### src/rtl/stream_fifo_write_sequencer_if.sv
// stream_fifo_write_sequencer_if
// Groups the byte-stream input handshake and the FIFO write-command bus
// of the write sequencer.
//   s_valid/s_ready/s_data/s_last/s_empty/s_err : framed byte stream
//   w_ctrl/w_data/w_full                        : FIFO write command bus
// slave  : the sequencer's view (consumes the stream, drives the FIFO bus)
// master : the surrounding view (packet source plus FIFO controller)
interface stream_fifo_write_sequencer_if;
    logic       s_valid;
    logic       s_ready;
    logic [7:0] s_data;
    logic       s_last;
    logic       s_empty;
    logic       s_err;
    logic [2:0] w_ctrl;
    logic [7:0] w_data;
    logic       w_full;

    modport slave (
        input  s_valid, s_data, s_last, s_empty, s_err, w_full,
        output s_ready, w_ctrl, w_data
    );

    modport master (
        output s_valid, s_data, s_last, s_empty, s_err, w_full,
        input  s_ready, w_ctrl, w_data
    );
endinterface

### src/rtl/stream_fifo_write_sequencer.sv
// stream_fifo_write_sequencer
// Turns a framed byte stream into the stream FIFO controller's 3-bit write
// commands. Good frames are followed by a 2-byte big-endian length header;
// errored, oversize and zero-length frames are discarded.
// Ports:
//   clk            write-side clock
//   rst            asynchronous active-high reset
//   bus            stream input + FIFO command bus (slave modport)
//   busy           sequencer is not idle
//   frames_ok      committed frame count (wraps)
//   frames_dropped discarded frame count (wraps)
module stream_fifo_write_sequencer #(
    parameter int MAX_LEN = 1500,
    parameter int CNTW    = 16
) (
    input  logic                          clk,
    input  logic                          rst,
    stream_fifo_write_sequencer_if.slave  bus,
    output logic                          busy,
    output logic [CNTW-1:0]               frames_ok,
    output logic [CNTW-1:0]               frames_dropped
);

    localparam logic [2:0] CMD_NOP        = 3'd0;
    localparam logic [2:0] CMD_WRITE      = 3'd1;
    localparam logic [2:0] CMD_EOF_WRITE  = 3'd2;
    localparam logic [2:0] CMD_EOF_NOWR   = 3'd3;
    localparam logic [2:0] CMD_HEAD       = 3'd4;
    localparam logic [2:0] CMD_FINAL_HEAD = 3'd5;
    localparam logic [2:0] CMD_DISCARD    = 3'd6;

    localparam logic [2:0] ST_IDLE    = 3'd0;
    localparam logic [2:0] ST_PAYLOAD = 3'd1;
    localparam logic [2:0] ST_HDR_HI  = 3'd2;
    localparam logic [2:0] ST_HDR_LO  = 3'd3;
    localparam logic [2:0] ST_DROP    = 3'd4;

    localparam logic [15:0] MAX_LEN_W = 16'(MAX_LEN);

    logic [2:0]      state_reg, state_next;
    logic [15:0]     len_reg, len_next;
    logic [CNTW-1:0] ok_reg, drop_reg;
    logic            ok_inc, drop_inc;
    logic            ready_c, accept;
    logic [2:0]      ctrl_c;
    logic [7:0]      data_c;
    logic            byte_beat;

    // Ready is forced low during reset so nothing is consumed while the
    // FIFO controller is also being reset.
    always_comb begin
        ready_c = 1'b0;
        if (!rst) begin
            case (state_reg)
                ST_IDLE, ST_PAYLOAD: ready_c = !bus.w_full;
                ST_DROP:             ready_c = 1'b1;
                default:             ready_c = 1'b0;
            endcase
        end
    end

    assign accept = bus.s_valid && ready_c;
    // A final beat flagged empty carries no byte; s_empty alone is ignored.
    assign byte_beat = !(bus.s_last && bus.s_empty);

    always_comb begin
        state_next = state_reg;
        len_next   = len_reg;
        ctrl_c     = CMD_NOP;
        data_c     = 8'h00;
        ok_inc     = 1'b0;
        drop_inc   = 1'b0;
        case (state_reg)
            ST_IDLE, ST_PAYLOAD: begin
                if (accept) begin
                    state_next = ST_PAYLOAD;
                    if (bus.s_err || (len_reg == MAX_LEN_W && byte_beat)) begin
                        ctrl_c     = CMD_DISCARD;
                        drop_inc   = 1'b1;
                        len_next   = 16'd0;
                        state_next = bus.s_last ? ST_IDLE : ST_DROP;
                    end else if (!byte_beat && len_reg == 16'd0) begin
                        ctrl_c     = CMD_DISCARD;
                        drop_inc   = 1'b1;
                        state_next = ST_IDLE;
                    end else if (!byte_beat) begin
                        ctrl_c     = CMD_EOF_NOWR;
                        state_next = ST_HDR_HI;
                    end else if (bus.s_last) begin
                        ctrl_c     = CMD_EOF_WRITE;
                        data_c     = bus.s_data;
                        len_next   = len_reg + 16'd1;
                        state_next = ST_HDR_HI;
                    end else begin
                        ctrl_c     = CMD_WRITE;
                        data_c     = bus.s_data;
                        len_next   = len_reg + 16'd1;
                    end
                end
            end
            ST_HDR_HI: begin
                if (!bus.w_full) begin
                    ctrl_c     = CMD_HEAD;
                    data_c     = len_reg[15:8];
                    state_next = ST_HDR_LO;
                end
            end
            ST_HDR_LO: begin
                if (!bus.w_full) begin
                    ctrl_c     = CMD_FINAL_HEAD;
                    data_c     = len_reg[7:0];
                    ok_inc     = 1'b1;
                    len_next   = 16'd0;
                    state_next = ST_IDLE;
                end
            end
            ST_DROP: begin
                if (accept && bus.s_last) begin
                    state_next = ST_IDLE;
                end
            end
            default: begin
                state_next = ST_IDLE;
                len_next   = 16'd0;
            end
        endcase
    end

    always_ff @(posedge clk or posedge rst) begin
        if (rst) begin
            state_reg <= ST_IDLE;
            len_reg   <= 16'd0;
            ok_reg    <= '0;
            drop_reg  <= '0;
        end else begin
            state_reg <= state_next;
            len_reg   <= len_next;
            if (ok_inc)   ok_reg   <= ok_reg + 1'b1;
            if (drop_inc) drop_reg <= drop_reg + 1'b1;
        end
    end

    assign bus.s_ready     = ready_c;
    assign bus.w_ctrl      = ctrl_c;
    assign bus.w_data      = data_c;
    assign busy            = (state_reg != ST_IDLE);
    assign frames_ok       = ok_reg;
    assign frames_dropped  = drop_reg;

endmodule

### src/flat_wrapper.sv
// flat-port wrapper written by rule: the top's interface ports become plain ports
module stream_fifo_write_sequencer_flat 
#(
    parameter int MAX_LEN = 1500,
    parameter int CNTW    = 16
)
  (clk, rst, busy, frames_ok, frames_dropped, bus_s_valid, bus_s_data, bus_s_last, bus_s_empty, bus_s_err, bus_w_full, bus_s_ready, bus_w_ctrl, bus_w_data);
  stream_fifo_write_sequencer_if bus_i ();
  input  logic clk;
  input  logic rst;
  output logic busy;
  output logic [CNTW-1:0] frames_ok;
  output logic [CNTW-1:0] frames_dropped;
  input wire logic [$bits(bus_i.s_valid)-1:0] bus_s_valid;
  input wire logic [$bits(bus_i.s_data)-1:0] bus_s_data;
  input wire logic [$bits(bus_i.s_last)-1:0] bus_s_last;
  input wire logic [$bits(bus_i.s_empty)-1:0] bus_s_empty;
  input wire logic [$bits(bus_i.s_err)-1:0] bus_s_err;
  input wire logic [$bits(bus_i.w_full)-1:0] bus_w_full;
  output wire logic [$bits(bus_i.s_ready)-1:0] bus_s_ready;
  output wire logic [$bits(bus_i.w_ctrl)-1:0] bus_w_ctrl;
  output wire logic [$bits(bus_i.w_data)-1:0] bus_w_data;
  assign bus_i.s_valid = bus_s_valid;
  assign bus_i.s_data = bus_s_data;
  assign bus_i.s_last = bus_s_last;
  assign bus_i.s_empty = bus_s_empty;
  assign bus_i.s_err = bus_s_err;
  assign bus_i.w_full = bus_w_full;
  assign bus_s_ready = bus_i.s_ready;
  assign bus_w_ctrl = bus_i.w_ctrl;
  assign bus_w_data = bus_i.w_data;
  stream_fifo_write_sequencer #(.MAX_LEN(MAX_LEN), .CNTW(CNTW)) u_core (.clk(clk), .rst(rst), .bus(bus_i), .busy(busy), .frames_ok(frames_ok), .frames_dropped(frames_dropped));
endmodule
### config.mk
export PLATFORM = sky130hd
export DESIGN_NAME = stream_fifo_write_sequencer_flat
export DESIGN_NICKNAME = d
export VERILOG_FILES = /design/src/rtl/stream_fifo_write_sequencer_if.sv /design/src/rtl/stream_fifo_write_sequencer.sv /design/src/flat_wrapper.sv
export SDC_FILE = /design/constraint.sdc
export NUM_CORES = 1
export LEC_CHECK = 0
export ABC_AREA = 1
export CORE_MARGIN = 5
export CORE_UTILIZATION = 57
export CTS_CLUSTER_DIAMETER = 200
export CTS_CLUSTER_SIZE = 25
export DETAILED_ROUTE_END_ITERATION = 6
export PLACE_DENSITY = 0.89
export SYNTH_ARGS = -nofsm -noshare
export SYNTH_HDL_FRONTEND = slang
export SYNTH_SLANG_ARGS = --single-unit
### constraint.sdc
create_clock -name clk -period 4.75 [get_ports clk]
set_clock_uncertainty 0.05 [all_clocks]
set_input_delay 0.95 -clock clk [delete_from_list [all_inputs] [get_ports clk]]
set_output_delay 0.95 -clock clk [all_outputs]
set_load 0.1 [all_outputs]
# Word-level counts from Yosys, hierarchy flattened
# Index checks and enable logic that the tools add are counted.
# totals
reg_bits,51
output_inout_bits,45
elab_cells,72
# classes
addsub,3
eq_ne,11
mux,38
bitwise_logic,1
reduce_logical,15
# ops
op,n
16-bit 2-to-1 mux,5
"16-bit by 1-bit adder with 16-bit output, second input constant",3
8-bit 2-to-1 mux,6
16-bit case mux with 3 select lines,1
3-bit 2-to-1 mux,14
8-bit case mux with 3 select lines,1
"16-bit by 11-bit equality test with 1-bit output, second input constant",1
16-bit logical NOT,1
3-bit case mux with 4 select lines,1
3-bit case mux with 3 select lines,1
1-bit 2-to-1 mux,7
"3-bit by 2-bit equality test with 1-bit output, second input constant",2
"3-bit by 2-bit inequality test with 1-bit output, second input constant",2
1-bit logical AND,5
5-bit AND reduction,1
"2-bit by 1-bit inequality test with 1-bit output, second input constant",2
"2-bit inequality test, second input constant",2
4-bit AND reduction,1
2-bit OR reduction,2
"3-bit by 1-bit equality test with 1-bit output, second input constant",1
"3-bit equality test, second input constant",1
3-bit logical NOT,1
3-bit nonzero test,1
1-bit logical NOT,2
other kinds (4),4

# Depth between registers and ports, before layout
# logic_depth
depth_word,8
mapped_depth,11

# Worst setup path before layout
# No wires, ideal clock.
# synth_path
path_type,input port to output port
start,input rst
end,output bus_w_data[0]
arrival_time_ns,4.841
required_ns,3.750
path_slack_ns,-1.091
path_stages,5
cell_sequence,inv_1 > nand3_4 > nor2_1 > nand2_1 > o21ai_0
# synth_via
elab_chain_len,4
# synth_lines
element,line,text
start: declaration,flat_wrapper.sv:10,input logic rst;
1-bit 2-to-1 mux,stream_fifo_write_sequencer.sv:53,if (!rst) begin
1-bit logical AND,stream_fifo_write_sequencer.sv:62,assign accept = bus.s_valid && ready_c;
8-bit 2-to-1 mux,stream_fifo_write_sequencer.sv:75,if (accept) begin
8-bit case mux with 3 select lines,stream_fifo_write_sequencer.sv:73,case (state_reg)
end: declaration,flat_wrapper.sv:22,output wire logic [$bits(bus_i.w_data)-1:0] bus_w_data;
# Every way passes these cells.

# Worst setup path after layout
# layout_path
start,input bus_w_full
end,output bus_w_data[2]
# layout_via
elab_chain_len,6
elab_cells_between_ends,8
# layout_lines
element,line,text
start: declaration,flat_wrapper.sv:19,input wire logic [$bits(bus_i.w_full)-1:0] bus_w_full;
1-bit logical NOT,stream_fifo_write_sequencer.sv:55,"ST_IDLE, ST_PAYLOAD: ready_c = !bus.w_full;"
1-bit case mux with 2 select lines,stream_fifo_write_sequencer.sv:54,case (state_reg)
1-bit 2-to-1 mux,stream_fifo_write_sequencer.sv:53,
1-bit logical AND,stream_fifo_write_sequencer.sv:62,
8-bit 2-to-1 mux,stream_fifo_write_sequencer.sv:75,
8-bit case mux with 3 select lines *,stream_fifo_write_sequencer.sv:73,
# Every way passes the cells marked *; elsewhere a longest branch is shown, timed or not.

==> flow_metrics.py <==
metrics = {
    "placed_design": {
        "port-buffer-count": 59,
        "dp_hpwl_mm": 6.45,
        "place_congestion": 0.929,
        "placedCellCount": 613,
    },
    "logic_synthesis": {
        "avgSynthCellArea_sq_um": 6.94,
        "synth.top_cell.area_share_pct": 37.8,
        "ys_ff_latch": 51,
        "synth_top_family_by_area": "simple AND/OR/NAND/NOR gates",
        "ys_seq_area_share_pct": 37.8,
        "yosys_warnings": 0,
        "synth.area.top_cells": "dfrtp_1, nand2_1, nand3_1",
        "synth_edf_count": 0,
        "yosys.area_share.adder_pct": 1.48,
        "synth-simple-area-share_pct": 39.9,
        "synth_cells": 486,
        "synthesis.area_sq_um": 3370,
        "synth_fp_nets": 505,
        "synth_area_leader_cell": "dfrtp_1",
        "async_flop_share_pct": 100,
        "synthXorXnorAreaFrac_pct": 7.01,
        "synth_compound_area_share_pct": 5.75,
        "synth_ff_type": "dfrtp_1",
        "synth.area.mux_share_pct": 0,
        "synth_cell_types": 28,
    },
    "worst_setup_path": {
        "timing.rr.end": "u_core.len_reg[14]",
        "required_ns": 3.75,
        "crit_type": "in -> out",
        "worstPathMaxFanout": 8,
        "cp_top_family": "simple AND/OR/NAND/NOR gates",
        "ff2ff_setup_slack_ns": 2.62,
        "reg2reg_depth": 10,
        "crit_path_max_incr_delay_ns": 0.63,
        "start_kind": "input port",
        "crit_arrival_ns": 3.03,
        "path_buf_inv": 3,
        "cp_slowest_cell": "nor2_1",
        "path_cells": "clkdlybuf4s50_1 > inv_1 > nand2_2 > nand2_2 > nand3_4 > nor2_1 > nand2_1 > o21ai_2 > buf_12",
        "crit_top_cell": "nand2_2",
        "cp-end-kind": "output port",
        "timing.rr.start": "u_core.state_reg[2]",
    },
    "final_layout": {
        "drive_gt1_share_pct": 9.17,
        "n_antenna_cell": 0,
        "mostFrequentLayoutCell": "nand2_1",
        "synthToLayoutAreaGrowth_pct": 25.3,
        "final_util_pct": 72.3,
        "fin_nets": 564,
        "most-common-layout-cells": "nand2_1, nor2_1, dfrtp_1",
        "fin_cells": 620,
    },
    "job": {
        "cap_violations": 0,
    },
    "clock_network": {
        "h-tree-depth": 2,
        "clockBufferDepth": 2,
        "insertion_delay_ns": 0.31,
        "cts_hold_buf": 0,
        "cts_buffers": 5,
        "clkTransAtPathRegs_ns": 0.09,
        "post-cts-setup-buffers": 0,
        "cts_root_buf": "clkbuf_8",
        "clock-sinks": 51,
        "cts_resized": 0,
        "tritoncts": "built",
    },
    "timing": {
        "slew_headroom_pct": 34.4,
        "finalCriticalPeriod_ns": 4.03,
        "slew_viol_final": 0,
        "fin_crit_sh_pct": 84.8,
        "setup_viol": 0,
        "fmax_mhz": 248,
        "rsz0062_at_grt": "no",
        "tightest_slew_ns": 0.981,
        "fin_tns_setup_ns": 0,
        "finalHoldViolations": 0,
    },
    "die": {
        "placementRows": 28,
        "die_w_um": 86.9,
        "core_area_sq_um": 5850,
        "io_pins": 60,
        "die_area_sq_um": 7560,
        "die_height_um": 86.9,
        "initial_core_util_pct": 57.7,
    },
    "run_status": {
        "status": "complete, no violations",
    },
    "hold_path": {
        "whs_endpoint": "u_core.frames_dropped[13]",
        "hold_start": "u_core.frames_dropped[13]",
        "hold_class": "reg -> reg",
        "min_path_cells": 2,
    },
    "detailed_routing": {
        "drc_errors": 0,
        "avgRoutedWirePerCell_um": 13.9,
        "viasPerCell": 5.46,
        "drt_pre_antenna_iters": 5,
        "drtIter0Drc": 272,
        "vias": 3383,
        "drt_wl_total_mm": 8.62,
        "ant_nets": 0,
    },
    "pwr": {
        "p_leak_uw": 0.00199,
        "power_density_nw_per_um2": 414,
        "irDropWorstVdd_v": 0.000590,
    },
    "grt": {
        "grt_pass1_wl_mm": 15.0,
        "grtUsageTotal_pct": 24.8,
        "overflow": 0,
        "grt_pass1_vias": 3277,
        "antenna_found_initial": 0,
        "grt_max_degree": 53,
    },
}
-- synthesized netlist by cell type, types with 5 or more instances --
cell	instances
nor3_1	8
xor2_1	20
a22oi_1	8
nand3_1	49
nor2_1	56
dfrtp_1	51
buf_2	5
nand2_1	169
xnor2_1	7
o21ai_0	20
nand4_1	9
inv_1	51
nand2_2	6
-- worst min-delay path, stage by stage (launching register included) --
cell and delay, ns:
dfrtp_1 0.38, nand2_1 0.06, nand2_1 0.05
-- cells by family (layout without fill, tap and decap cells) --
kind of cell,after synthesis,in the layout
AOI/OAI and AO/OA,33,33
xor gates and xnor gates,27,27
adders and majority gates,4,4
buffers and inverters,62,121
DFF,51,51
and+or+nand+nor,309,309
-- stage by stage --
step                total power, uW  hold WS (ns)  cell area [sq um]  setup WS [ns]
floorplan                      1250         0.440               3410          0.154
global placement               1430         0.418               4120          0.858
detailed placement             1460         0.446               4120          0.701
CTS                            1760         0.467               4230          0.708
global route                   1840         0.504               4230          0.593
finish                         1750         0.470               4230          0.722
-- power breakdown --
part,switching (uW),leakage [uW],internal [uW]
Combinational,663,0.00127,217
Clock,148,0.0000502,154
Sequential,80.1,0.000677,489
Total,892,0.00199,861
-- routing by layer --
| layer | global-route usage, % | up-vias | routed length (um) |
|---|---|---|---|
| met1 | 32.5 | 1594 | 3690 |
| met2 | 42.4 | 122 | 4330 |
| met5 | 0 | - | 0 |
| li1 | - | 1661 | - |
| met3 | 4.07 | 6 | 543 |
| met4 | 6.80 | 0 | 61 |
-- cell type report --
class | instances | area, sq um
fill | 470 | 1620
timing repair buffer | 62 | 696
clock inverter | 2 | 37.5
multi-input combinational | 373 | 1860
clock buffer | 5 | 68.8
tap | 75 | 93.8
inverter | 52 | 195
sequential | 51 | 1280
-- worst max-delay path by stage --
stage                     to  cells after the start        from
2_1_floorplan  bus_w_data[0]                      5         rst
3_3_place_gp   bus_w_data[2]                      9  bus_w_full
3_5_place_dp   bus_w_data[2]                      9  bus_w_full
4_1_cts        bus_w_data[2]                      9  bus_w_full
5_1_grt        bus_w_data[5]                      9  bus_w_full
6_report       bus_w_data[2]                      9  bus_w_full
(Power assumes the default switching activity.)
